==> config.mk <==
export PLATFORM = sky130hd
export DESIGN_NAME = dcnt_ctrl
export DESIGN_NICKNAME = d
export VERILOG_FILES = /design/src/rtl/dcnt_pkg.sv /design/src/rtl/dcnt_core.sv /design/src/rtl/dcnt_ctrl.sv
export SDC_FILE = /design/constraint.sdc
export NUM_CORES = 1
export LEC_CHECK = 0
export CORE_MARGIN = 4
export CORE_UTILIZATION = 29
export DETAILED_ROUTE_END_ITERATION = 8
export DONT_BUFFER_PORTS = 1
export PLACE_DENSITY = 0.51
export SLEW_MARGIN = 10
export SYNTH_ARGS = -nofsm -noshare
export SYNTH_HDL_FRONTEND = slang
export SYNTH_SLANG_ARGS = --single-unit
==> constraint.sdc <==
create_clock -name clk -period 4.1 [get_ports clk]
set_input_delay 0.82 -clock clk [delete_from_list [all_inputs] [get_ports clk]]
set_output_delay 0.82 -clock clk [all_outputs]
set_load 0.01 [all_outputs]
==> src/rtl/dcnt_pkg.sv <==
// ============================================================================
// Module   : dcnt_pkg
// Purpose  : Shared types and constants for the down-counter controller.
// Revision : 1.0 - initial release
// ============================================================================
`default_nettype none

package dcnt_pkg;

  // Default counter width in bits
  localparam int c_default_width = 4;

  // Controller states, explicit 2-bit encoding
  typedef enum logic [1:0] {
    IDLE  = 2'd0,
    RUN   = 2'd1,
    PAUSE = 2'd2,
    DONE  = 2'd3
  } dcnt_state_t;

endpackage : dcnt_pkg

`default_nettype wire

==> src/rtl/dcnt_core.sv <==
// ============================================================================
// Module   : dcnt_core
// Purpose  : WIDTH-bit down-counter register. Clear has priority over load,
//            load has priority over decrement.
// Revision : 1.0 - initial release
// ============================================================================
`default_nettype none

module dcnt_core
  import dcnt_pkg::*;
#(
  parameter int WIDTH = c_default_width
) (
  input  logic             clk,
  input  logic             rest_n,
  input  logic             clr,
  input  logic             load,
  input  logic [WIDTH-1:0] load_data,
  input  logic             dec,
  output logic [WIDTH-1:0] cnt
);

  logic [WIDTH-1:0] r_cnt;

  // Count register: clear, load or decrement
  always_ff @(posedge clk or negedge rest_n) begin
    if (!rest_n) begin
      r_cnt <= '0;
    end else if (clr) begin
      r_cnt <= '0;
    end else if (load) begin
      r_cnt <= load_data;
    end else if (dec) begin
      r_cnt <= r_cnt - WIDTH'(1);
    end
  end

  assign cnt = r_cnt;

endmodule : dcnt_core

`default_nettype wire

==> src/rtl/dcnt_ctrl.sv <==
// ============================================================================
// Module   : dcnt_ctrl
// Purpose  : Sequencing controller for the down-counter: start handshake,
//            pause, abort, terminal-count pulse and zero-load rejection.
//            Build option DCNT_AUTORELOAD_EN enables periodic auto-reload.
// Revision : 1.0 - initial release
// ============================================================================
`default_nettype none

module dcnt_ctrl
  import dcnt_pkg::*;
#(
  parameter int WIDTH = c_default_width
) (
  input  logic             clk,
  input  logic             rest_n,
  input  logic             start_valid,
  output logic             start_ready,
  input  logic [WIDTH-1:0] load_val,
  input  logic             pause,
  input  logic             abort,
  input  logic             reload_en,
  output logic [WIDTH-1:0] cnt,
  output logic             busy,
  output logic             done,
  output logic             load_err
);

  dcnt_state_t      r_state;
  dcnt_state_t      w_next;
  logic             r_load_err;
  logic             w_clr;
  logic             w_load;
  logic             w_dec;
  logic             w_rej;
  logic [WIDTH-1:0] w_load_data;

`ifdef DCNT_AUTORELOAD_EN
  logic [WIDTH-1:0] r_reload;
`else
  logic             w_unused_reload_en;
  assign w_unused_reload_en = reload_en;
`endif

  // Next-state and counter-control decode; abort wins over pause and terminal count
  always_comb begin
    w_next      = r_state;
    w_clr       = 1'b0;
    w_load      = 1'b0;
    w_dec       = 1'b0;
    w_rej       = 1'b0;
    w_load_data = load_val;
    case (r_state)
      IDLE: begin
        if (start_valid) begin
          if (load_val != '0) begin
            w_load = 1'b1;
            w_next = RUN;
          end else begin
            w_rej = 1'b1;
          end
        end
      end
      RUN, PAUSE: begin
        // Leaving PAUSE decrements on the same edge so a pause costs only its own cycles
        if (abort) begin
          w_clr  = 1'b1;
          w_next = IDLE;
        end else if (pause) begin
          w_next = PAUSE;
        end else begin
          w_dec  = 1'b1;
          w_next = (cnt == WIDTH'(1)) ? DONE : RUN;
        end
      end
      DONE: begin
        if (abort) begin
          w_clr  = 1'b1;
          w_next = IDLE;
        end else begin
`ifdef DCNT_AUTORELOAD_EN
          if (reload_en) begin
            w_load      = 1'b1;
            w_load_data = r_reload;
            w_next      = RUN;
          end else begin
            w_next = IDLE;
          end
`else
          w_next = IDLE;
`endif
        end
      end
      default: w_next = IDLE;
    endcase
  end

  // State register and registered zero-load error pulse
  always_ff @(posedge clk or negedge rest_n) begin
    if (!rest_n) begin
      r_state    <= IDLE;
      r_load_err <= 1'b0;
    end else begin
      r_state    <= w_next;
      r_load_err <= w_rej;
    end
  end

`ifdef DCNT_AUTORELOAD_EN
  // Reload value captured on every accepted start
  always_ff @(posedge clk or negedge rest_n) begin
    if (!rest_n) begin
      r_reload <= '0;
    end else if (r_state == IDLE && start_valid && load_val != '0) begin
      r_reload <= load_val;
    end
  end
`endif

  dcnt_core #(
    .WIDTH (WIDTH)
  ) u_core (
    .clk       (clk),
    .rest_n    (rest_n),
    .clr       (w_clr),
    .load      (w_load),
    .load_data (w_load_data),
    .dec       (w_dec),
    .cnt       (cnt)
  );

  assign start_ready = (r_state == IDLE);
  assign busy        = (r_state == RUN) || (r_state == PAUSE);
  assign done        = (r_state == DONE);
  assign load_err    = r_load_err;

endmodule : dcnt_ctrl

`default_nettype wire

==> qor.txt, run 1 <==
Worst-path maximum fanout - 5
Synth warnings - 0
CTS max path bufs - 2
Drt first pass iters - 4
Rel. slew slack - 0.611
R2R Path Start - r_state[0]$_DFFE_PN0P_
Maxcap violations - 0
Switching part of the total power - 0.422
Vias in the first global route - 355
WP data required - 3280 ps
Final WL - 937 um
Tot GR Track Use - 0.0853
Syn Area/Cell - 10.2 um^2
Mapped Nets - 62
Hold violation count in the final report - 0
Final Cycle Share - 0.458
Antenna Diode Count - 0
CTS resizes - 0
Worst R2R Path Depth - 5
Setup TNS - 0 ps
Worst setup EP type - primary output
Sequential Power Share - 0.356
Clk_skew - 2.30 ps
I/O Pins - 18
Global placer's final weighted congestion - 0.661
Via count - 357
Final setup viols - 0
Comb pwr share - 0.491
Adder-cell area share of the yosys netlist - 0.131
DRC viols - 0
# rows - 14
RSZ-0062 raised after global routing - no
Syn Inst Count - 47
Hold-fix buffers, CTS - 0
Synth-to-layout area growth - 9.69%
CTS clk-pin slew, worst paths - 50 ps
Synth Area in Compound Gates - 0.188
Status - complete, no violations
Die ar. - 2360 um^2
Total grt overflow - 0
Drt initial violations - 7
Power per standard cell area - 742 nW/um^2
Post-Syn Area - 478 um^2
Share of cells above drive strength 1 - 0.157
CP Launch Type - flip-flop
Num CTS Buffers - 3
Die height - 48.6 um
Pleak - 0.000219 uW
Largest net degree at the start of global routing - 8
Post-synthesis cell type count - 23
Die width - 48.6 um
Total Nets Final - 67
Synth Area in XOR/XNOR - 0.0366
CTS tree - built
Clock share of power - 0.152
Post-route ant nets - 0
Synth Area in Simple Gates - 0.194
CTS H-tree depth - 1
Worst setup path endpoint - busy
Crit Path Class - reg -> out
CTS root buf - clkbuf_4
Period minus WS final - 1880 ps
Worst skew pair latency - 240 ps
Initial antenna violation count - 0
First-pass GRT wire length - 1550 um
Sw Pwr - 164 uW
Cell internal pwr - 225 uW
Post-DP HPWL - 799 um
Core area - 1520 um^2
Worst Hold Slack - 271 ps
Post-synthesis mux area share - 0.0524
RR Endpoint - u_core.cnt[3]$_DFFE_PN0P_
R2r setup slk - 2330 ps
Main combinational cell family by area after synthesis - simple AND/OR/NAND/NOR gates
Via density - 5.33
Setup Buffers After CTS - 0
Max Clock Freq - 532 MHz
Max Slew Vio Count - 0
Data arrival time of the worst path - 1060 ps
Tightest Pin Transition - 578 ps
CTS sink cnt - 7
HP Class - in -> async
Starting Density - 0.314
FF+latch count, synth - 7
Crit. Startpoint - r_state[0]$_DFFE_PN0P_
Port Buffers - 0
Max VDD drop - 0.000214 V
Post-synthesis sequential area ratio - 0.366
Wirelength per Cell - 14.0 um
==> final cells by class <==
cell class	instances	area [um^2]
Fill cell	172	1000
Multi-Input combinational cell	36	288
Inverter	4	15.0
Clock buffer	4	26.3
Sequential cell	7	175
Tap cell	16	20.0
==> worst min path at each step <==
stage | slack, ps | end | cells after the start | from
2_1_floorplan | 520 | load_err$_DFF_PN0_ | 0 | rest_n
3_3_place_gp | 520 | u_core.cnt[3]$_DFFE_PN0P_ | 0 | rest_n
3_5_place_dp | 520 | u_core.cnt[3]$_DFFE_PN0P_ | 0 | rest_n
4_1_cts | 260 | load_err$_DFF_PN0_ | 0 | rest_n
5_1_grt | 260 | u_core.cnt[3]$_DFFE_PN0P_ | 0 | rest_n
6_report | 270 | u_core.cnt[1]$_DFFE_PN0P_ | 0 | rest_n
==> synthesized netlist by cell type <==
cell	number	share of area
dfrtp_1	7	0.37
ha_1	5	0.13
a21oi_1	4	0.042
inv_1	4	0.031
o31ai_1	4	0.063
nand2_1	2	0.016
nor2_1	2	0.016
nor3b_1	2	0.031
nor4_1	2	0.026
xnor2_1	2	0.037
a21boi_2	1	0.024
a21oi_2	1	0.018
a31oi_1	1	0.013
and4bb_2	1	0.026
mux2_4	1	0.031
mux2i_1	1	0.021
nand2b_1	1	0.013
nand3_1	1	0.010
nor2b_1	1	0.013
o21ai_0	1	0.010
o41ai_1	1	0.018
or3b_1	1	0.018
or4_4	1	0.024
==> critical path, cell delays in order, from the launching register on <==
cell	delay (ps)
dfrtp_1	370
inv_1	70
ha_1	380
==> cell families (layout without fill, tap and decap cells) <==
group / count (synthesis) / in the layout
AND/OR/NAND/NOR: 14 / 14
AO/OA/AOI/OAI: 13 / 13
flip-flops: 7 / 7
adder cells (fa/ha/maj): 5 / 5
buffers and inverters: 4 / 8
XOR/XNOR: 2 / 2
multiplexers: 2 / 2
==> power groups by stage <==
stage	clock network [uW]	logic, uW	registers (uW)
6_report	59.1	191	139
3_3_place_gp	0	191	141
2_1_floorplan	0	162	132
4_1_cts	61.2	196	140
3_5_place_dp	0	193	141
5_1_grt	63.1	221	144
==> metrics by stage <==
stage               total power, uW  cell area [um^2]   util  worst slack (ps)  instances
global route                    427               524  0.344              2150         67
detailed placement              334               498  0.327              2250         63
CTS                             396               524  0.344              2200         67
finish                          389               524  0.344              2220         67
global placement                332               498  0.327              2260         63
floorplan                       294               478      -              2330         47
==> routing by layer <==
metal	routed length, um	vias up	track usage	share of wire
met5	0	-	0	0
met4	12	0	0.0538	0.013
met1	418	163	0.0923	0.45
li1	-	184	-	-
met3	76	2	0.0460	0.081
met2	430	8	0.128	0.46
==> registers in the layout (all words and copies together) (netlist names) <==
register / flops
u_core.cnt: 4
load_err: 1
r_state: 2
==> cell usage in the layout, fill, tap and decap left out, drive strengths merged, types with 2 or more instances in the layout <==
cell type and n:
nor3b 2, nor2 2, a21oi 5, nand2 2, ha 5, o31ai 4
clkbuf 4, nor4 2, dfrtp 7, inv 4, xnor2 2
Power figures use the tool's default switching activity.
==> inputs of run 2 (changes only) <==
--- a/config.mk
+++ b/config.mk
@@ -9,7 +9,7 @@
 export CORE_UTILIZATION = 29
 export DETAILED_ROUTE_END_ITERATION = 8
 export DONT_BUFFER_PORTS = 1
-export PLACE_DENSITY = 0.51
+export PLACE_DENSITY = 0.52
 export SLEW_MARGIN = 10
 export SYNTH_ARGS = -nofsm -noshare
 export SYNTH_HDL_FRONTEND = slang
==> constraint.sdc (replaced) <==
create_clock -name clk -period 1.65 [get_ports clk]
set_input_delay 0.33 -clock clk [delete_from_list [all_inputs] [get_ports clk]]
set_output_delay 0.33 -clock clk [all_outputs]
set_load 0.01 [all_outputs]
==> run 2 against run 1 <==
  * Critical path type is now reg -> reg
  * Hold slack improved by 10 ps
  * Combinational power rose to 3.3 times the previous value
  * Critical path depth rose by 3
  * Clock power rose to 2.6 times the previous value
==> qor.txt, run 2 (synthesis results as in run 1) <==
Data arrival time of the worst path - 1760 ps
Port Buffers - 0
Hold violation count in the final report - 0
Die ar. - 2360 um^2
Crit Path Class - reg -> reg
Final WL - 1060 um
DRC viols - 0
Commonest non-fill, non-tap cell in the layout - dfrtp_1
Initial antenna violation count - 0
Post-DP HPWL - 824 um
CTS root buf - clkbuf_4
Worst-path maximum fanout - 2
Antenna Diode Count - 0
CP Depth - 5
Post-route ant nets - 0
Num CTS Buffers - 3
Total Nets Final - 73
Hold path depth - 2
Critical Path Max Stage Delay - 380 ps
CTS sink cnt - 7
Synth-to-layout area growth - 24.9%
Final Cycle Share - 0.959
Tightest Pin Transition - 579 ps
Maxcap violations - 0
Drt first pass iters - 4
CP Cell Sequence - inv_1, ha_4, or3b_4, mux2_4, a21oi_2
Final setup viols - 0
Pwr Total - 1130 uW
WP data required - 1830 ps
RSZ-0062 raised after global routing - no
CTS H-tree depth - 1
HP Class - in -> reg
Total grt overflow - 0
Final core utilization - 0.392
CP Launch Type - flip-flop
Core area - 1520 um^2
Worst setup EP type - flip-flop
R2r setup slk - 70 ps
Vias in the first global route - 395
Tot GR Track Use - 0.0911
Via density - 5.27
Setup TNS - 0 ps
CTS clk-pin slew, worst paths - 50 ps
Cell family with most CP delay - simple AND/OR/NAND/NOR gates
Worst skew pair latency - 250 ps
Via count - 385
CTS max path bufs - 2
Number of flip-flops in the largest register - 4
Die width - 48.6 um
Clk_skew - 3.31 ps
Status - complete, no violations
Max VDD drop - 0.000481 V
Final instance area - 597 um^2
Most frequent cells in the layout - 7 x dfrtp_1, 5 x buf_4, 4 x o31ai_1, 4 x a21oi_1
Pleak - 0.000249 uW
# rows - 14
Rel. slew slack - 0.611
I/O Pins - 18
Worst Path Buf+Inv - 1
Starting Density - 0.314
Die height - 48.6 um
Share of cells above drive strength 1 - 0.316
Largest net degree at the start of global routing - 8
Worst R2R Path Depth - 5
Max Clock Freq - 632 MHz
Slowest library cell on the worst path - or3b_4
Drt initial violations - 7
Max Slew Vio Count - 0
Placement Cell Area - 536 um^2
CTS tree - built
Setup Buffers After CTS - 0
Wirelength per Cell - 14.5 um
First-pass GRT wire length - 1690 um
Power per standard cell area - 1900 nW/um^2
Global placer's final weighted congestion - 0.661
Period minus WS final - 1580 ps
run 2: cell types whose count changed in the layout (fill, tap and decap cells not counted):
cell	delta
buf_4	+5
ha_1	-2
dlygate4sd3_1	+1
ha_2	+1
ha_4	+1
inv_1	-1
inv_2	+1
o41ai_1	-1
o41ai_2	+1
or3b_1	-1
or3b_4	+1
run 2: path summary, 6_finish.rpt:
kind                                                   to                 startpoint
max in group asynchronous          r_state[0]$_DFFE_PN0P_                     rest_n
worst min-delay path                   load_err$_DFF_PN0_                load_val[2]
worst max register to register  u_core.cnt[1]$_DFFE_PN0P_     r_state[1]$_DFFE_PN0P_
worst max-delay path            u_core.cnt[1]$_DFFE_PN0P_     r_state[1]$_DFFE_PN0P_
worst min register to register  u_core.cnt[3]$_DFFE_PN0P_  u_core.cnt[3]$_DFFE_PN0P_
min in group asynchronous       u_core.cnt[3]$_DFFE_PN0P_                     rest_n
run 2: power by group:
| part | total, uW | internal, uW | leakage (uW) | switching [uW] |
|---|---|---|---|---|
| combinational | 629 | 335 | 0.000144 | 294 |
| sequential | 352 | 243 | 0.0000895 | 109 |
| clock | 154 | 92.2 | 0.0000150 | 61.7 |
run 2: repair_timing:
action,4_1_cts,5_1_grt
hold buffers,1,0
hold endpoints to repair,7,0
setup endpoints to repair,0,2
gates resized for setup,0,5
run 2: stage by stage:
| stage | worst slack (ps) | cells | hold WS (ps) |
|---|---|---|---|
| floorplan | 10.4 | 47 | 34.4 |
| global placement | 14.1 | 68 | 34.6 |
| detailed placement | 25.6 | 68 | 34.6 |
| CTS | 22.3 | 73 | 277 |
| global route | 0.189 | 73 | 280 |
| finish | 68.4 | 73 | 281 |
run 2: cell type report:
cell class,instances,area (um^2)
Multi-Input combinational cell,36,313
Fill cell,150,927
Inverter,4,15.0
Tap cell,16,20.0
Sequential cell,7,175
Timing Repair Buffer,6,47.5
Clock buffer,4,26.3
run 2: routing by layer:
metal  track usage  vias to the layer above  wire [um]
met5             0                        -          0
met4        0.0538                        0         19
met3        0.0491                        4         93
met2         0.148                       10        512
met1        0.0906                      176        435
li1              -                      195          -
